[src/rtl/prbs_pkg.sv]
// Shared PRBS definitions: mode encodings and per-mode polynomial length, tap and state mask.
package prbs_pkg;

  localparam int unsigned PRBS_STATE_W = 31;
  localparam int unsigned PRBS_MODE_W  = 3;

  localparam logic [PRBS_MODE_W-1:0] PRBS_MODE_7  = 3'd0;
  localparam logic [PRBS_MODE_W-1:0] PRBS_MODE_9  = 3'd1;
  localparam logic [PRBS_MODE_W-1:0] PRBS_MODE_15 = 3'd2;
  localparam logic [PRBS_MODE_W-1:0] PRBS_MODE_23 = 3'd3;
  localparam logic [PRBS_MODE_W-1:0] PRBS_MODE_31 = 3'd4;

  localparam logic [PRBS_STATE_W-1:0] PRBS_SEED_ONES = 31'h7FFF_FFFF;

  // Polynomial length L; unused encodings fall back to PRBS7.
  function automatic logic [4:0] prbs_len(input logic [PRBS_MODE_W-1:0] mode);
    case (mode)
      PRBS_MODE_9:  prbs_len = 5'd9;
      PRBS_MODE_15: prbs_len = 5'd15;
      PRBS_MODE_23: prbs_len = 5'd23;
      PRBS_MODE_31: prbs_len = 5'd31;
      default:      prbs_len = 5'd7;
    endcase
  endfunction

  function automatic logic [4:0] prbs_tap(input logic [PRBS_MODE_W-1:0] mode);
    case (mode)
      PRBS_MODE_9:  prbs_tap = 5'd5;
      PRBS_MODE_15: prbs_tap = 5'd14;
      PRBS_MODE_23: prbs_tap = 5'd18;
      PRBS_MODE_31: prbs_tap = 5'd28;
      default:      prbs_tap = 5'd6;
    endcase
  endfunction

  function automatic logic [PRBS_STATE_W-1:0] prbs_mask(input logic [PRBS_MODE_W-1:0] mode);
    case (mode)
      PRBS_MODE_9:  prbs_mask = 31'h0000_01FF;
      PRBS_MODE_15: prbs_mask = 31'h0000_7FFF;
      PRBS_MODE_23: prbs_mask = 31'h007F_FFFF;
      PRBS_MODE_31: prbs_mask = PRBS_SEED_ONES;
      default:      prbs_mask = 31'h0000_007F;
    endcase
  endfunction

endpackage

[src/rtl/prbs_lfsr_unroll.sv]
// Combinational NBITS-step Fibonacci LFSR advance; bits[k] is the k-th generated bit.
module prbs_lfsr_unroll
  import prbs_pkg::*;
#(
  parameter int unsigned NBITS = 8
) (
  input  logic [PRBS_STATE_W-1:0] state,
  input  logic [PRBS_MODE_W-1:0]  mode,
  output logic [PRBS_STATE_W-1:0] next_state,
  output logic [NBITS-1:0]        bits
);

  logic [PRBS_STATE_W-1:0] mask;
  logic [PRBS_STATE_W-1:0] s;
  logic [4:0]              len;
  logic [4:0]              tap;
  logic                    nb;

  always_comb begin
    mask = prbs_mask(mode);
    len  = prbs_len(mode);
    tap  = prbs_tap(mode);
    s    = state & mask;
    nb   = 1'b0;
    bits = '0;
    for (int unsigned k = 0; k < NBITS; k++) begin
      nb      = s[len - 5'd1] ^ s[tap - 5'd1];
      bits[k] = nb;
      s       = ((s << 1) | PRBS_STATE_W'(nb)) & mask;
    end
    next_state = s;
  end

endmodule

[src/rtl/prbs_gen_parallel_multi.sv]
// Parallel multi-polynomial PRBS generator with seed reload, bit-order select,
// single-bit error injection and a saturating emitted-word counter.
module prbs_gen_parallel_multi
  import prbs_pkg::*;
#(
  parameter int unsigned           NBITS    = 8,
  parameter int unsigned           CNT_W    = 32,
  parameter logic [PRBS_MODE_W-1:0] DEF_MODE = 3'd0
) (
  input  logic                    clk_i,
  input  logic                    resetn_i,
  input  logic                    prbs_en_i,
  input  logic                    clear_i,
  input  logic [PRBS_MODE_W-1:0]  mode_i,
  input  logic [PRBS_STATE_W-1:0] seed_i,
  input  logic                    msb_first_i,
  input  logic                    inj_err_i,
  output logic [NBITS-1:0]        prbs_data_o,
  output logic                    prbs_valid_o,
  output logic [CNT_W-1:0]        word_cnt_o,
  output logic                    err_inj_ack_o
);

  logic [PRBS_STATE_W-1:0] state_q, state_d, state_nxt, mask_q, mask_new, seed_m;
  logic [PRBS_MODE_W-1:0]  mode_q, mode_d;
  logic [NBITS-1:0]        gen_bits, word, data_d;
  logic [CNT_W-1:0]        cnt_d;
  logic                    valid_d, ack_d, pend_q, pend_d, reload, lockup;

  prbs_lfsr_unroll #(.NBITS(NBITS)) u_unroll (
    .state      (state_q),
    .mode       (mode_q),
    .next_state (state_nxt),
    .bits       (gen_bits)
  );

  // Place generated bits according to the requested bit order.
  always_comb begin
    word = '0;
    for (int unsigned k = 0; k < NBITS; k++) begin
      if (msb_first_i) word[NBITS-1-k] = gen_bits[k];
      else             word[k]         = gen_bits[k];
    end
  end

  // A mode change behaves exactly like a clear using the incoming mode's length.
  always_comb begin
    mask_q   = prbs_mask(mode_q);
    mask_new = prbs_mask(mode_i);
    seed_m   = seed_i & mask_new;
    reload   = clear_i || (mode_i != mode_q);
    lockup   = prbs_en_i && ((state_q & mask_q) == '0);

    state_d  = state_q;
    mode_d   = mode_q;
    data_d   = prbs_data_o;
    valid_d  = 1'b0;
    cnt_d    = word_cnt_o;
    ack_d    = 1'b0;
    pend_d   = pend_q | inj_err_i;

    if (reload) begin
      state_d = (seed_m == '0) ? mask_new : seed_m;
      mode_d  = mode_i;
      cnt_d   = '0;
      pend_d  = 1'b0;
    end else if (lockup) begin
      state_d = mask_q;
    end else if (prbs_en_i) begin
      state_d = state_nxt;
      data_d  = word ^ NBITS'(pend_q);
      valid_d = 1'b1;
      ack_d   = pend_q;
      pend_d  = pend_q ? 1'b0 : inj_err_i;
      cnt_d   = (&word_cnt_o) ? word_cnt_o : word_cnt_o + CNT_W'(1);
    end
  end

  always_ff @(posedge clk_i or negedge resetn_i) begin
    if (!resetn_i) begin
      state_q       <= PRBS_SEED_ONES & prbs_mask(DEF_MODE);
      mode_q        <= DEF_MODE;
      prbs_data_o   <= '0;
      prbs_valid_o  <= 1'b0;
      word_cnt_o    <= '0;
      err_inj_ack_o <= 1'b0;
      pend_q        <= 1'b0;
    end else begin
      state_q       <= state_d;
      mode_q        <= mode_d;
      prbs_data_o   <= data_d;
      prbs_valid_o  <= valid_d;
      word_cnt_o    <= cnt_d;
      err_inj_ack_o <= ack_d;
      pend_q        <= pend_d;
    end
  end

endmodule

[config.mk]
export PLATFORM = sky130hd
export DESIGN_NAME = prbs_gen_parallel_multi
export DESIGN_NICKNAME = d
export VERILOG_FILES = /design/src/rtl/prbs_pkg.sv /design/src/rtl/prbs_lfsr_unroll.sv /design/src/rtl/prbs_gen_parallel_multi.sv
export SDC_FILE = /design/constraint.sdc
export NUM_CORES = 1
export LEC_CHECK = 0
export CORE_UTILIZATION = 27
export CTS_CLUSTER_DIAMETER = 150
export CTS_CLUSTER_SIZE = 8
export DETAILED_ROUTE_END_ITERATION = 16
export MAX_ROUTING_LAYER = met4
export PLACE_DENSITY = 0.49
export SYNTH_ARGS = -nofsm -noshare
export SYNTH_HDL_FRONTEND = slang
export SYNTH_SLANG_ARGS = --single-unit
[constraint.sdc]
create_clock -name clk_i -period 6.3 [get_ports clk_i]
set_input_delay 1.26 -clock clk_i [delete_from_list [all_inputs] [get_ports clk_i]]
set_output_delay 1.26 -clock clk_i [all_outputs]
set_load 0.02 [all_outputs]
==> flow_summary.json, run 1 <==
{
  "ios": 82,
  "worstMarginPinSlew_ps": 1000,
  "coreArea_um2": 24500,
  "critPathLaunch": "mode_q[2]",
  "cts_made_buffers": 9,
  "yosys_warnings": 0,
  "rr_worst_depth": 21,
  "async_flop_share_pct": 100,
  "drc_errors": 0,
  "clkLatencyLatePin_ps": 350,
  "postSynthCellCount": 843,
  "synth_seq_cells": 77,
  "hold_violations": 0,
  "crit_type": "reg -> reg",
  "viasPerCell": 5.59,
  "clk_pin_slew_ps": 60,
  "port_buffers": 81,
  "nets": 936,
  "cellLeakagePower_nw": 3.02,
  "r2r_slack_ps": 720,
  "synth_nets": 885,
  "hold_buffers": 0,
  "cts_resized": 0,
  "required_ps": 6570,
  "syn2layout_area_growth_pct": 18.9,
  "antenna_found_initial": 0,
  "fill_cells": 2635,
  "clock_path_buffers": 2,
  "final_util_pct": 32.9,
  "wl_um": 24600,
  "crit_end": "state_q[1]",
  "drt_pass1_iterations": 5,
  "setup_viol_count_final": 0,
  "outcome": "complete, no violations",
  "post_cts_buffers": 0,
  "crit_path_max_fanout": 11,
  "hpwl_um": 17700,
  "grt_start_max_net_pins": 78,
  "ant_nets": 0,
  "start_util_pct": 27.7,
  "synth_enable_flop_cells": 0,
  "synth.distinct_cells": 94,
  "slew_viol_final": 0,
  "synth.avg_cell_area_um2": 8.03,
  "max-slew-margin-rel_pct": 33.1,
  "grt_usage_pct": 20.1,
  "clock.fmax_mhz": 179,
  "die_h_um": 160,
  "ys.flop_type": "dfrtp_1",
  "synthMuxAreaShare_pct": 7.91,
  "synth_area_um2": 6770,
  "grt_setup_unrepaired": "no",
  "reg2reg_from": "mode_q[2]",
  "die_area_um2": 25700,
  "cts_tree": "done",
  "critical_path_arrival_ps": 5860,
  "gp_congestion": 0.914,
  "synthAdderAreaFrac_pct": 0.370,
  "grt-ovfl-total": 0,
  "r2r-end": "state_q[1]",
  "fin_crit_sh_pct": 88.6,
  "grt_pass1_wl_um": 39300,
  "crit_path_end_kind": "flip-flop",
  "p_per_area_nw_per_um2": 220,
  "clock_sinks": 77,
  "synth_xor_area_share_pct": 5.43,
  "drive_gt1_share_pct": 10.6,
  "die_w_um": 160,
  "clock-root-buffer": "clkbuf_16",
  "synth_seq_area_share_pct": 28.6,
  "drt_iter0_drc": 571,
  "cp-start-kind": "flip-flop",
  "layout_common_cells": "nand2_1, nor2_1, o21ai_0, clkdlybuf4s50_1, dfrtp_1",
  "row_count": 57,
  "setup_tns_ps": 0,
  "dpl_cell_area_um2": 7720,
  "maxCapViolations": 0,
  "grt_pass1_vias": 6674,
  "synth_top_family_by_area": "compound AO/OA/AOI/OAI gates",
  "max-vdd-ir-drop_mv": 0.111,
  "synth-compound-area-share_pct": 25.7,
  "vias": 6841,
  "synth-simple-area-share_pct": 24.1,
  "wire_per_inst_um": 20.1,
  "diodes": 0,
  "stdcell_area_um2": 8050,
  "final_common_cell": "nand2_1",
  "hold_class": "reg -> reg",
  "cts_max_level": 3,
  "min_period_ps": 5580,
  "skew_ps": 7.42,
  "power_mw": 1.77
}
-- layer usage --
layer / vias to the layer above / wire length [um] / track usage [%]
met5: - / 0 / -
met4: 0 / 733 / 7.36
met3: 53 / 1560 / 3.59
met2: 265 / 11400 / 31.8
met1: 3310 / 10900 / 25.5
li1: 3213 / - / -
-- flip-flops by register name, indices dropped and copies added, names as in the netlist --
register / cells
prbs_data_o: 8
err_inj_ack_o: 1
state_q: 31
word_cnt_o: 32
pend_q: 1
prbs_valid_o: 1
mode_q: 3
-- logic make-up after synthesis --
group	after synthesis
AOI/OAI and AO/OA	266
muxes	44
DFF	77
xor gates and xnor gates	39
buffers and inverters	81
and+or+nand+nor	334
adders and majority gates	2
-- layout make-up --
| cell class | instances | area, um^2 | area share [%] |
|---|---|---|---|
| repair buffers | 107 | 1000 | 12.5 |
| multi-input cells | 685 | 4310 | 53.6 |
| flip-flops and latches | 77 | 1940 | 24.0 |
| clock inverters | 7 | 98.8 | 1.23 |
| well taps | 324 | 405 | 5.04 |
| clock buffers | 9 | 225 | 2.80 |
| inverters | 14 | 66.3 | 0.824 |
-- report_power, final --
part | total (mW) | internal, mW | leakage (nW) | switching (mW)
Clock | 0.576 | 0.349 | 0.156 | 0.227
Sequential | 0.597 | 0.536 | 1.02 | 0.0610
Combinational | 0.598 | 0.250 | 1.84 | 0.348
-- synth_stat cells, types with 16 or more instances --
| cell | count | share of area [%] |
|---|---|---|
| nand2_1 | 96 | 5.3 |
| nor2_1 | 89 | 4.9 |
| o21ai_0 | 80 | 5.9 |
| dfrtp_1 | 70 | 26 |
| a21oi_1 | 50 | 3.7 |
| nand3_1 | 39 | 2.9 |
| clkbuf_1 | 37 | 2.1 |
| mux2i_1 | 34 | 5.0 |
| xor2_1 | 20 | 2.6 |
| xnor2_1 | 17 | 2.2 |
| nor3_1 | 16 | 1.2 |
| o22ai_1 | 16 | 1.5 |
-- critical path, stage by stage, from the launching register on --
cell	delay, ps
dfrtp_1	430
xnor2_1	140
nor2_1	180
ha_1	470
buf_4	250
o21ai_0	100
a211o_1	300
a2111oi_2	320
a211o_2	200
a21o_4	140
xnor2_1	90
a311o_1	420
a41oi_4	340
mux2i_1	150
o311a_1	370
a211oi_2	270
a211oi_1	140
nor4_2	490
o21ba_2	230
xnor2_1	180
o22ai_1	140
o21ai_1	140
-- per-stage QoR --
step | hold slack (ps) | instances | setup WS, ps
2_1_floorplan | 462 | 843 | 852
3_3_place_gp | 476 | 1207 | 949
3_5_place_dp | 478 | 1207 | 790
4_1_cts | 492 | 1223 | 747
5_1_grt | 505 | 1223 | 342
6_report | 481 | 1223 | 716
-- how the worst min path moves through the flow --
stage	cells after the start	slack, ps	to	from
3_5_place_dp	2	480	prbs_data_o[3]	prbs_data_o[3]
3_3_place_gp	2	480	prbs_data_o[3]	prbs_data_o[3]
5_1_grt	2	510	prbs_data_o[3]	prbs_data_o[3]
6_report	2	480	prbs_data_o[3]	prbs_data_o[3]
2_1_floorplan	2	460	state_q[30]	state_q[30]
4_1_cts	2	490	prbs_data_o[3]	prbs_data_o[3]
Power figures use the tool's default switching activity.
==> inputs of run 2 (changes only) <==
Settings changed: CTS_CLUSTER_SIZE 8 to 10.
Clock period 6.3 ns to 6.14 ns, I/O delays scaled along.
==> flow_summary.json, run 2 (synthesis results as in run 1) <==
{
  "outcome": "complete, no violations",
  "largest_reg_flops": 32,
  "rr_worst_depth": 21,
  "drc_errors": 0,
  "internal_power_mw": 1.09,
  "nets": 940,
  "switching_share_pct": 38.0,
  "seqPwrFrac_pct": 34.6,
  "max-vdd-ir-drop_mv": 0.123,
  "critical_path_arrival_ps": 5860,
  "min_from": "prbs_data_o[4]",
  "clk_pin_slew_ps": 70,
  "setup_viol_count_final": 0,
  "antenna_found_initial": 0,
  "cellLeakagePower_nw": 3.03,
  "power_mw": 1.76,
  "die_w_um": 160,
  "die_area_um2": 25700,
  "syn2layout_area_growth_pct": 19.0,
  "grt_setup_unrepaired": "no",
  "layout_common_cells": "nand2_1, nor2_1, o21ai_0, clkdlybuf4s50_1, dfrtp_1",
  "final_common_cell": "nand2_1",
  "drt_pass1_iterations": 6,
  "largest_register": "word_cnt_o",
  "cts_tree": "done",
  "required_ps": 6410,
  "cts_resized": 0,
  "hold_buffers": 0,
  "ant_nets": 0,
  "hpwl_um": 17800,
  "cts_made_buffers": 9,
  "grt_pass1_vias": 6736,
  "top_regs": "word_cnt_o (32), state_q (31), prbs_data_o (8)",
  "pre_cts_ws_ps": 645,
  "min_period_ps": 5590,
  "reg2reg_from": "mode_q[2]",
  "max-slew-margin-rel_pct": 32.5,
  "setup_tns_ps": 0,
  "clock.fmax_mhz": 179,
  "p_clk_share_pct": 30.2,
  "vias": 6782,
  "crit_path_max_fanout": 14,
  "setup_ws_ps": 554,
  "drive_gt1_share_pct": 11.0,
  "start_util_pct": 27.7,
  "drt_iter0_drc": 760,
  "slew_viol_final": 0,
  "clock_sinks": 77,
  "pwr-share-comb_pct": 35.2,
  "skew_ps": 10.5,
  "r2r-end": "state_q[0]",
  "cts_max_level": 3,
  "crit_path_end_kind": "flip-flop",
  "worstMarginPinSlew_ps": 1010,
  "maxCapViolations": 0,
  "row_count": 57,
  "grt_pass1_wl_um": 39500,
  "wire_per_inst_um": 20.3,
  "hold_violations": 0,
  "port_buffers": 81,
  "gp_congestion": 0.921,
  "post_cts_buffers": 0,
  "cp-start-kind": "flip-flop",
  "clock_path_buffers": 2,
  "clock-root-buffer": "clkbuf_16",
  "r2r_slack_ps": 550,
  "diodes": 0,
  "coreArea_um2": 24500,
  "fin_crit_sh_pct": 91.0,
  "clkLatencyLatePin_ps": 350,
  "wl_um": 24900,
  "grt_usage_pct": 20.3,
  "die_h_um": 160,
  "crit_type": "reg -> reg",
  "ios": 82,
  "fill_cells": 2607,
  "whs_endpoint": "prbs_data_o[4]",
  "grt-ovfl-total": 0,
  "viasPerCell": 5.53,
  "p_per_area_nw_per_um2": 219,
  "hold_class": "reg -> reg",
  "grt_start_max_net_pins": 78,
  "p_sw_mw": 0.670,
  "holdPathStages": 2
}
## run 2: how the worst max path moves through the flow
stage	startpoint	end	slack [ps]	cells past startpoint
after global placement	mode_q[2]	state_q[0]	740	21
after global routing	mode_q[2]	state_q[0]	170	21
after detailed placement	mode_q[2]	state_q[0]	650	21
final	mode_q[2]	state_q[0]	550	21
after CTS	mode_q[2]	state_q[0]	600	21
after floorplan	mode_q[0]	prbs_data_o[0]	690	24
## run 2: through the flow
stage          hold WS, ps  utilization, %  area, um^2  std cells
4_1_cts                493            32.9        8060       1227
6_report               488            32.9        8060       1227
2_1_floorplan          462               -        6770        843
3_3_place_gp           476            31.8        7770       1211
5_1_grt                513            32.9        8060       1227
3_5_place_dp           478            31.8        7770       1211
## run 2: routing by layer
layer | vias to the layer above | share of wire (%) | global-route usage [%]
li1 | 3210 | - | -
met1 | 3241 | 44 | 25.7
met2 | 272 | 46 | 31.4
met3 | 59 | 6.9 | 3.98
met4 | 0 | 3.7 | 8.57
met5 | - | 0 | -
## run 2: cell type report
class | instances | area [um^2] | share of cell area (%)
repair buffers | 111 | 1050 | 13.0
flip-flops and latches | 77 | 1940 | 24.0
multi-input cells | 685 | 4310 | 53.5
inverters | 14 | 66.3 | 0.823
clock buffers | 9 | 225 | 2.80
well taps | 324 | 405 | 5.03
clock inverters | 7 | 65.1 | 0.807
## run 2: power by group through the flow
stage,logic (mW),clock network [mW],registers (mW)
floorplan,0.399,0,0.612
global placement,0.617,0,0.619
detailed placement,0.614,0,0.618
CTS,0.617,0.548,0.608
global route,0.673,0.569,0.615
finish,0.621,0.533,0.610
## run 2: critical path, cell delays in order, from the launching register on
cell and delay (ps):
dfrtp_1 430, xnor2_1 140, nor2_1 140, ha_1 590
buf_4 270, o21ai_0 90, a211o_1 290, a2111oi_2 290
a211o_2 190, a21o_4 140, xnor2_1 90, a311o_1 410
a41oi_4 330, mux2i_1 420, o311a_1 250, a211oi_2 60
a211oi_1 340, nor4_2 130, a41o_1 270, or3_4 390
a21oi_1 150, o21ai_1 80
==> inputs of run 3 (changes only) <==
Settings changed: RECOVER_POWER from default to 100, SKIP_LAST_GASP from default to 1.
==> flow_summary.json, run 3 (synthesis results as in run 1) <==
{
  "crit_path_end_kind": "flip-flop",
  "largest_reg_flops": 32,
  "grt_setup_unrepaired": "no",
  "ant_nets": 0,
  "final_common_cell": "nand2_1",
  "slew_viol_final": 131,
  "top_regs": "word_cnt_o (32), state_q (31), prbs_data_o (8)",
  "viasPerCell": 5.52,
  "hold_violations": 0,
  "clock_path_buffers": 2,
  "layout_common_cells": "nand2_1, nor2_1, o21ai_0, dfrtp_1, a21oi_1",
  "port_buffers": 81,
  "critPathLaunch": "mode_q[2]",
  "crit_path_max_fanout": 14,
  "max_stage_delay_ps": 580,
  "hpwl_um": 17800,
  "dpl_cell_area_um2": 7770,
  "grt_pass1_vias": 6736,
  "max-vdd-ir-drop_mv": 0.122,
  "cp.depth": 21,
  "ios": 82,
  "seqPwrFrac_pct": 34.8,
  "worst-path-buf-inv": 1,
  "grt-ovfl-total": 0,
  "dp_cells": 1211,
  "switching_share_pct": 38.2,
  "cellLeakagePower_nw": 3.14,
  "die_w_um": 160,
  "crit_family": "compound AO/OA/AOI/OAI gates",
  "cts_resized": 0,
  "crit_type": "reg -> reg",
  "drc_errors": 0,
  "hold_class": "reg -> reg",
  "fin_crit_sh_pct": 91.4,
  "cts_made_buffers": 9,
  "vias": 6767,
  "r2r_slack_ps": 530,
  "drive_gt1_share_pct": 10.1,
  "cts_max_level": 3,
  "reg2reg_from": "mode_q[2]",
  "p_sw_mw": 0.667,
  "r2r-end": "state_q[0]",
  "internal_power_mw": 1.08,
  "nets": 940,
  "pwr-share-comb_pct": 34.6,
  "worstMarginPinSlew_ps": 4230,
  "max-slew-margin-rel_pct": -182,
  "clock-root-buffer": "clkbuf_16",
  "min_from": "prbs_data_o[4]",
  "wl_um": 24800,
  "syn2layout_area_growth_pct": 18.6,
  "setup_viol_count_final": 0,
  "die_area_um2": 25700,
  "p_per_area_nw_per_um2": 218,
  "drt_iter0_drc": 700,
  "layoutNonFillerInstCount": 1227,
  "gp_congestion": 0.921,
  "post_cts_buffers": 0,
  "min_period_ps": 5610,
  "cp_common_cell": "xnor2_1",
  "holdWs_ps": 484,
  "row_count": 57,
  "largest_register": "word_cnt_o",
  "outcome": "finished with violations",
  "antenna_found_initial": 0,
  "grt_usage_pct": 20.3,
  "drt_pass1_iterations": 5,
  "setup_tns_ps": 0,
  "clock_sinks": 77,
  "crit_chain": "xnor2_1 -> nor2_1 -> ha_1 -> buf_4 -> o21ai_0 -> a211o_1 -> a2111oi_2 -> a211o_2 -> a21o_2 -> xnor2_1 -> a311o_1 -> a41oi_4 -> mux2i_1 -> o311a_1 -> a211oi_2 -> a211oi_1 -> nor4_2 -> a41o_1 -> or3_1 -> a21oi_1 -> o21ai_1",
  "slowest_stage": "ha_1",
  "grt_start_max_net_pins": 78,
  "required_ps": 6410,
  "rr_worst_depth": 21,
  "clkLatencyLatePin_ps": 350,
  "maxCapViolations": 2,
  "cp-start-kind": "flip-flop",
  "clk_pin_slew_ps": 70,
  "clock.fmax_mhz": 178,
  "cts_tree": "done",
  "p_clk_share_pct": 30.5,
  "grt_pass1_wl_um": 39500,
  "diodes": 0,
  "wire_per_inst_um": 20.2,
  "skew_ps": 10.4,
  "violations": "capacitance limit, slew limit",
  "crit_end": "state_q[0]",
  "critical_path_arrival_ps": 5880,
  "hold_buffers": 0,
  "stdcell_area_um2": 8030,
  "start_util_pct": 27.7,
  "die_h_um": 160,
  "coreArea_um2": 24500
}
-- run 3: cell types whose count changed in the layout (fill, tap and decap cells not counted), moves of 3 or more --
cell             previous run  this run
dlygate4sd3_1               0        45
o21ai_0                    80        83
clkbuf_1                    0         5
buf_4                      30        24
o21ai_1                     9         6
clkdlybuf4s50_1            80        35
-- run 3: area by class of cell --
class | count | area (um^2)
fillers | 2609 | 16400
multi-input cells | 685 | 4300
flip-flops and latches | 77 | 1940
repair buffers | 111 | 1030
well taps | 324 | 405
clock buffers | 9 | 225
inverters | 14 | 66.3
clock inverters | 7 | 65.1
-- run 3: worst min path at each step --
stage / endpoint / slack (ps) / cells after the start
after global placement: prbs_data_o[5] / 480 / 2
after global routing: prbs_data_o[5] / 510 / 2
after detailed placement: prbs_data_o[4] / 480 / 2
after CTS: prbs_data_o[4] / 490 / 2
after floorplan: state_q[30] / 460 / 2
final: prbs_data_o[4] / 480 / 2
-- run 3: metrics by stage --
step | setup WS (ps) | power, mW | utilization [%]
2_1_floorplan | 692 | 1.01 | -
3_3_place_gp | 736 | 1.24 | 31.8
3_5_place_dp | 645 | 1.23 | 31.8
4_1_cts | 596 | 1.77 | 32.9
5_1_grt | 94.3 | 1.84 | 32.8
6_report | 527 | 1.75 | 32.8
-- run 3: power by group through the flow --
stage	clock network, mW	logic, mW	registers, mW
global route	0.569	0.658	0.614
CTS	0.548	0.617	0.608
detailed placement	0	0.614	0.618
global placement	0	0.617	0.619
floorplan	0	0.399	0.612
finish	0.534	0.605	0.609
-- run 3: per-layer routing --
layer | track usage [%] | share of wire (%)
met4 | 8.57 | 3.8
met2 | 31.4 | 46
met3 | 3.98 | 6.3
met1 | 25.7 | 44
met5 | - | 0
-- run 3: tightest hold or removal path: stages (launching register included) --
cell and delay (ps):
dfrtp_1 340, nand2_1 40, o21ai_0 70
==> variant 1, RTL diff (config.mk and constraints of run 1) <==
`DEF_MODE`: 3'd0 -> 3'd1.
--- a/src/rtl/prbs_gen_parallel_multi.sv
+++ b/src/rtl/prbs_gen_parallel_multi.sv
@@ -5,7 +5,7 @@
 #(
   parameter int unsigned           NBITS    = 8,
   parameter int unsigned           CNT_W    = 32,
-  parameter logic [PRBS_MODE_W-1:0] DEF_MODE = 3'd0
+  parameter logic [PRBS_MODE_W-1:0] DEF_MODE = 3'd1
 ) (
   input  logic                    clk_i,
   input  logic                    resetn_i,
Check against the original RTL: not equivalent (Yosys sat finds a counterexample within 4 cycles, from zero or initial values and one cycle with resetn_i low).
==> variant 1 against run 1 <==
- clock power down 3%
- total power decreased by 0.93%
- worst setup slack worse by 92 ps
- global-route usage grew 0.22 points
- area after synthesis barely moved
- critical path depth stayed put
- routed wire length up 1.2%
- highest routed layer unchanged
- design area is 0.22% higher
- clock skew rose by 0.95 ps
- maximum frequency fell by 1.6%
- sequential cell count unchanged
- count of clock-buffer cells in the layout is the same
==> variant 1: results (changes against run 1) <==
Drt
  • Total number of vias: 6864 (was 6841)
  • DRT iter0 DRCs: 523 (was 571)
  • Vias per inst: 5.60 (was 5.59)
  • 1st-pass router iterations: 6 (was 5)

Yosys
  • Most frequent cells after synthesis: sky130_fd_sc_hd__nand2_1 (96), sky130_fd_sc_hd__nor2_1 (89), sky130_fd_sc_hd__o21ai_0 (80) (unchanged)
  • Main area contributors after synthesis: sky130_fd_sc_hd__dfrtp_1 (25%), sky130_fd_sc_hd__o21ai_0 (5.9%), sky130_fd_sc_hd__nand2_1 (5.3%), sky130_fd_sc_hd__mux2i_1 (5.0%), sky130_fd_sc_hd__nor2_1 (4.9%) (was sky130_fd_sc_hd__dfrtp_1 (26%), sky130_fd_sc_hd__o21ai_0 (5.9%), sky130_fd_sc_hd__nand2_1 (5.3%), sky130_fd_sc_hd__mux2i_1 (5.0%), sky130_fd_sc_hd__nor2_1 (4.9%))
  • Fraction of the yosys area taken by sequential cells: 0.286 (about the same)
  • Post-synthesis mux area share: 0.0791 (about the same)
  • Post-synthesis adder-cell area fraction: 0.00369 (was 0.00370)
  • Xor/xnor cell area share of the yosys netlist: 0.0543 (about the same)
  • Share of the synthesized area in compound gates (AO/OA/AOI/OAI): 0.257 (about the same)

GRT
  • Total Routing Usage GR: 0.203 (was 0.201)
  • First-pass GRT wire length: 39600 µm (was 39300 µm)
  • Largest net degree at the start of global routing: 58 (was 78)
  • Number of global-route vias before repair: 6730 (was 6674)

Clock tree
  • Clk_lat worst skew: 350 ps (about the same)
  • Count of buffers added by post-CTS timing repair for setup: 0 (unchanged)

Pwr
  • Worst vdd rail ir drop: 0.134 mV (was 0.111 mV)
  • Leakage power: 3.02 nW (about the same)

Placed design
  • Worst-case setup slack after placement: 746 ps (was 790 ps)
  • Global placer's final weighted congestion: 0.925 (was 0.914)
  • HPWL Detailed: 18000 µm (was 17700 µm)

STA
  • Worst Skew: 8.37 ps (was 7.42 ps)
  • Fin Hold WS: 485 ps (was 481 ps)
  • Final Critical Period: 5680 ps (was 5580 ps)

Critical path
  • R2R depth: 21 (unchanged)
  • Data arrival at the endpoint of the critical path: 5950 ps (was 5860 ps)
  • Peak fanout along the critical path: 14 (was 11)
  • Worst flop-to-flop path startpoint: mode_q[0]$_DFFE_PN1N_ (was mode_q[2]$_DFFE_PN0N_)
  • Setup slack, reg-to-reg: 620 ps (was 720 ps)

Cells and area
  • Ratio of cells with drive above 1 in the final layout: 0.112 (was 0.106)
  • Largest regs: word_cnt_o: 32 flops, state_q: 31 flops, prbs_data_o: 8 flops (unchanged)
  • Nets: 939 (was 936)
  • Number of filler instances in the final layout: 2633 (was 2635)

Run status
  • Run status: finished clean (unchanged)

Hold path
  • Sink of the worst hold path: prbs_data_o[5]$_DFFE_PN0P_ (was prbs_data_o[3]$_DFFE_PN0P_)
-- variant 1: changes by cell type after synthesis, sizes merged --
cell,delta
dfstp,+3
dfrtp,-3
-- variant 1: kinds of logic (layout without fill, tap and decap cells) --
group / after synthesis / count (layout)
multiplexers: 44 / 44
buffers and inverters: 81 / 140
adder cells (fa/ha/maj): 2 / 2
AO/OA/AOI/OAI: 266 / 266
AND/OR/NAND/NOR: 334 / 334
flip-flops: 77 / 77
XOR/XNOR: 39 / 39
-- variant 1: area by class of cell --
cell class	count	area [µm²]	area share
inverters	14	66.3	0.00822
flip-flops and latches	77	1940	0.240
repair buffers	110	1030	0.127
clock inverters	7	90.1	0.0112
clock buffers	9	225	0.0279
multi-input cells	685	4310	0.535
well taps	324	405	0.0503
-- variant 1: stage by stage --
stage | util | instance area (µm²)
after floorplan | - | 6770
after global placement | 0.317 | 7750
after detailed placement | 0.317 | 7750
after CTS | 0.330 | 8070
after global routing | 0.330 | 8070
final | 0.330 | 8070
-- variant 1: metal layers --
layer / routed length [µm] / vias up / GRT usage / share of wire
met5: 0 / - / - / 0
met2: 11700 / 262 / 0.324 / 0.47
li1: - / 3217 / - / -
met3: 1510 / 43 / 0.0289 / 0.061
met1: 11000 / 3342 / 0.261 / 0.44
met4: 616 / 0 / 0.0719 / 0.025
-- variant 1: critical path: stages (launching register included) --
cell and delay, ps:
sky130_fd_sc_hd__dfstp_2 640, sky130_fd_sc_hd__nor3b_2 220, sky130_fd_sc_hd__inv_1 80, sky130_fd_sc_hd__ha_1 400
sky130_fd_sc_hd__buf_4 230, sky130_fd_sc_hd__o21ai_0 110, sky130_fd_sc_hd__a211o_1 290, sky130_fd_sc_hd__a2111oi_2 300
sky130_fd_sc_hd__a211o_2 180, sky130_fd_sc_hd__a21o_4 140, sky130_fd_sc_hd__xnor2_1 80, sky130_fd_sc_hd__a311o_1 410
sky130_fd_sc_hd__a41oi_4 320, sky130_fd_sc_hd__mux2i_1 140, sky130_fd_sc_hd__o311a_1 370, sky130_fd_sc_hd__a211oi_2 270
sky130_fd_sc_hd__a211oi_1 140, sky130_fd_sc_hd__nor4_2 540, sky130_fd_sc_hd__o21ba_2 240, sky130_fd_sc_hd__xnor2_1 210
sky130_fd_sc_hd__o22ai_1 150, sky130_fd_sc_hd__o21ai_1 150
-- variant 1: power breakdown --
group / switching [mW] / internal, mW
Combinational: 0.348 / 0.251
Sequential: 0.0598 / 0.538
Clock: 0.213 / 0.345
Total: 0.621 / 1.13
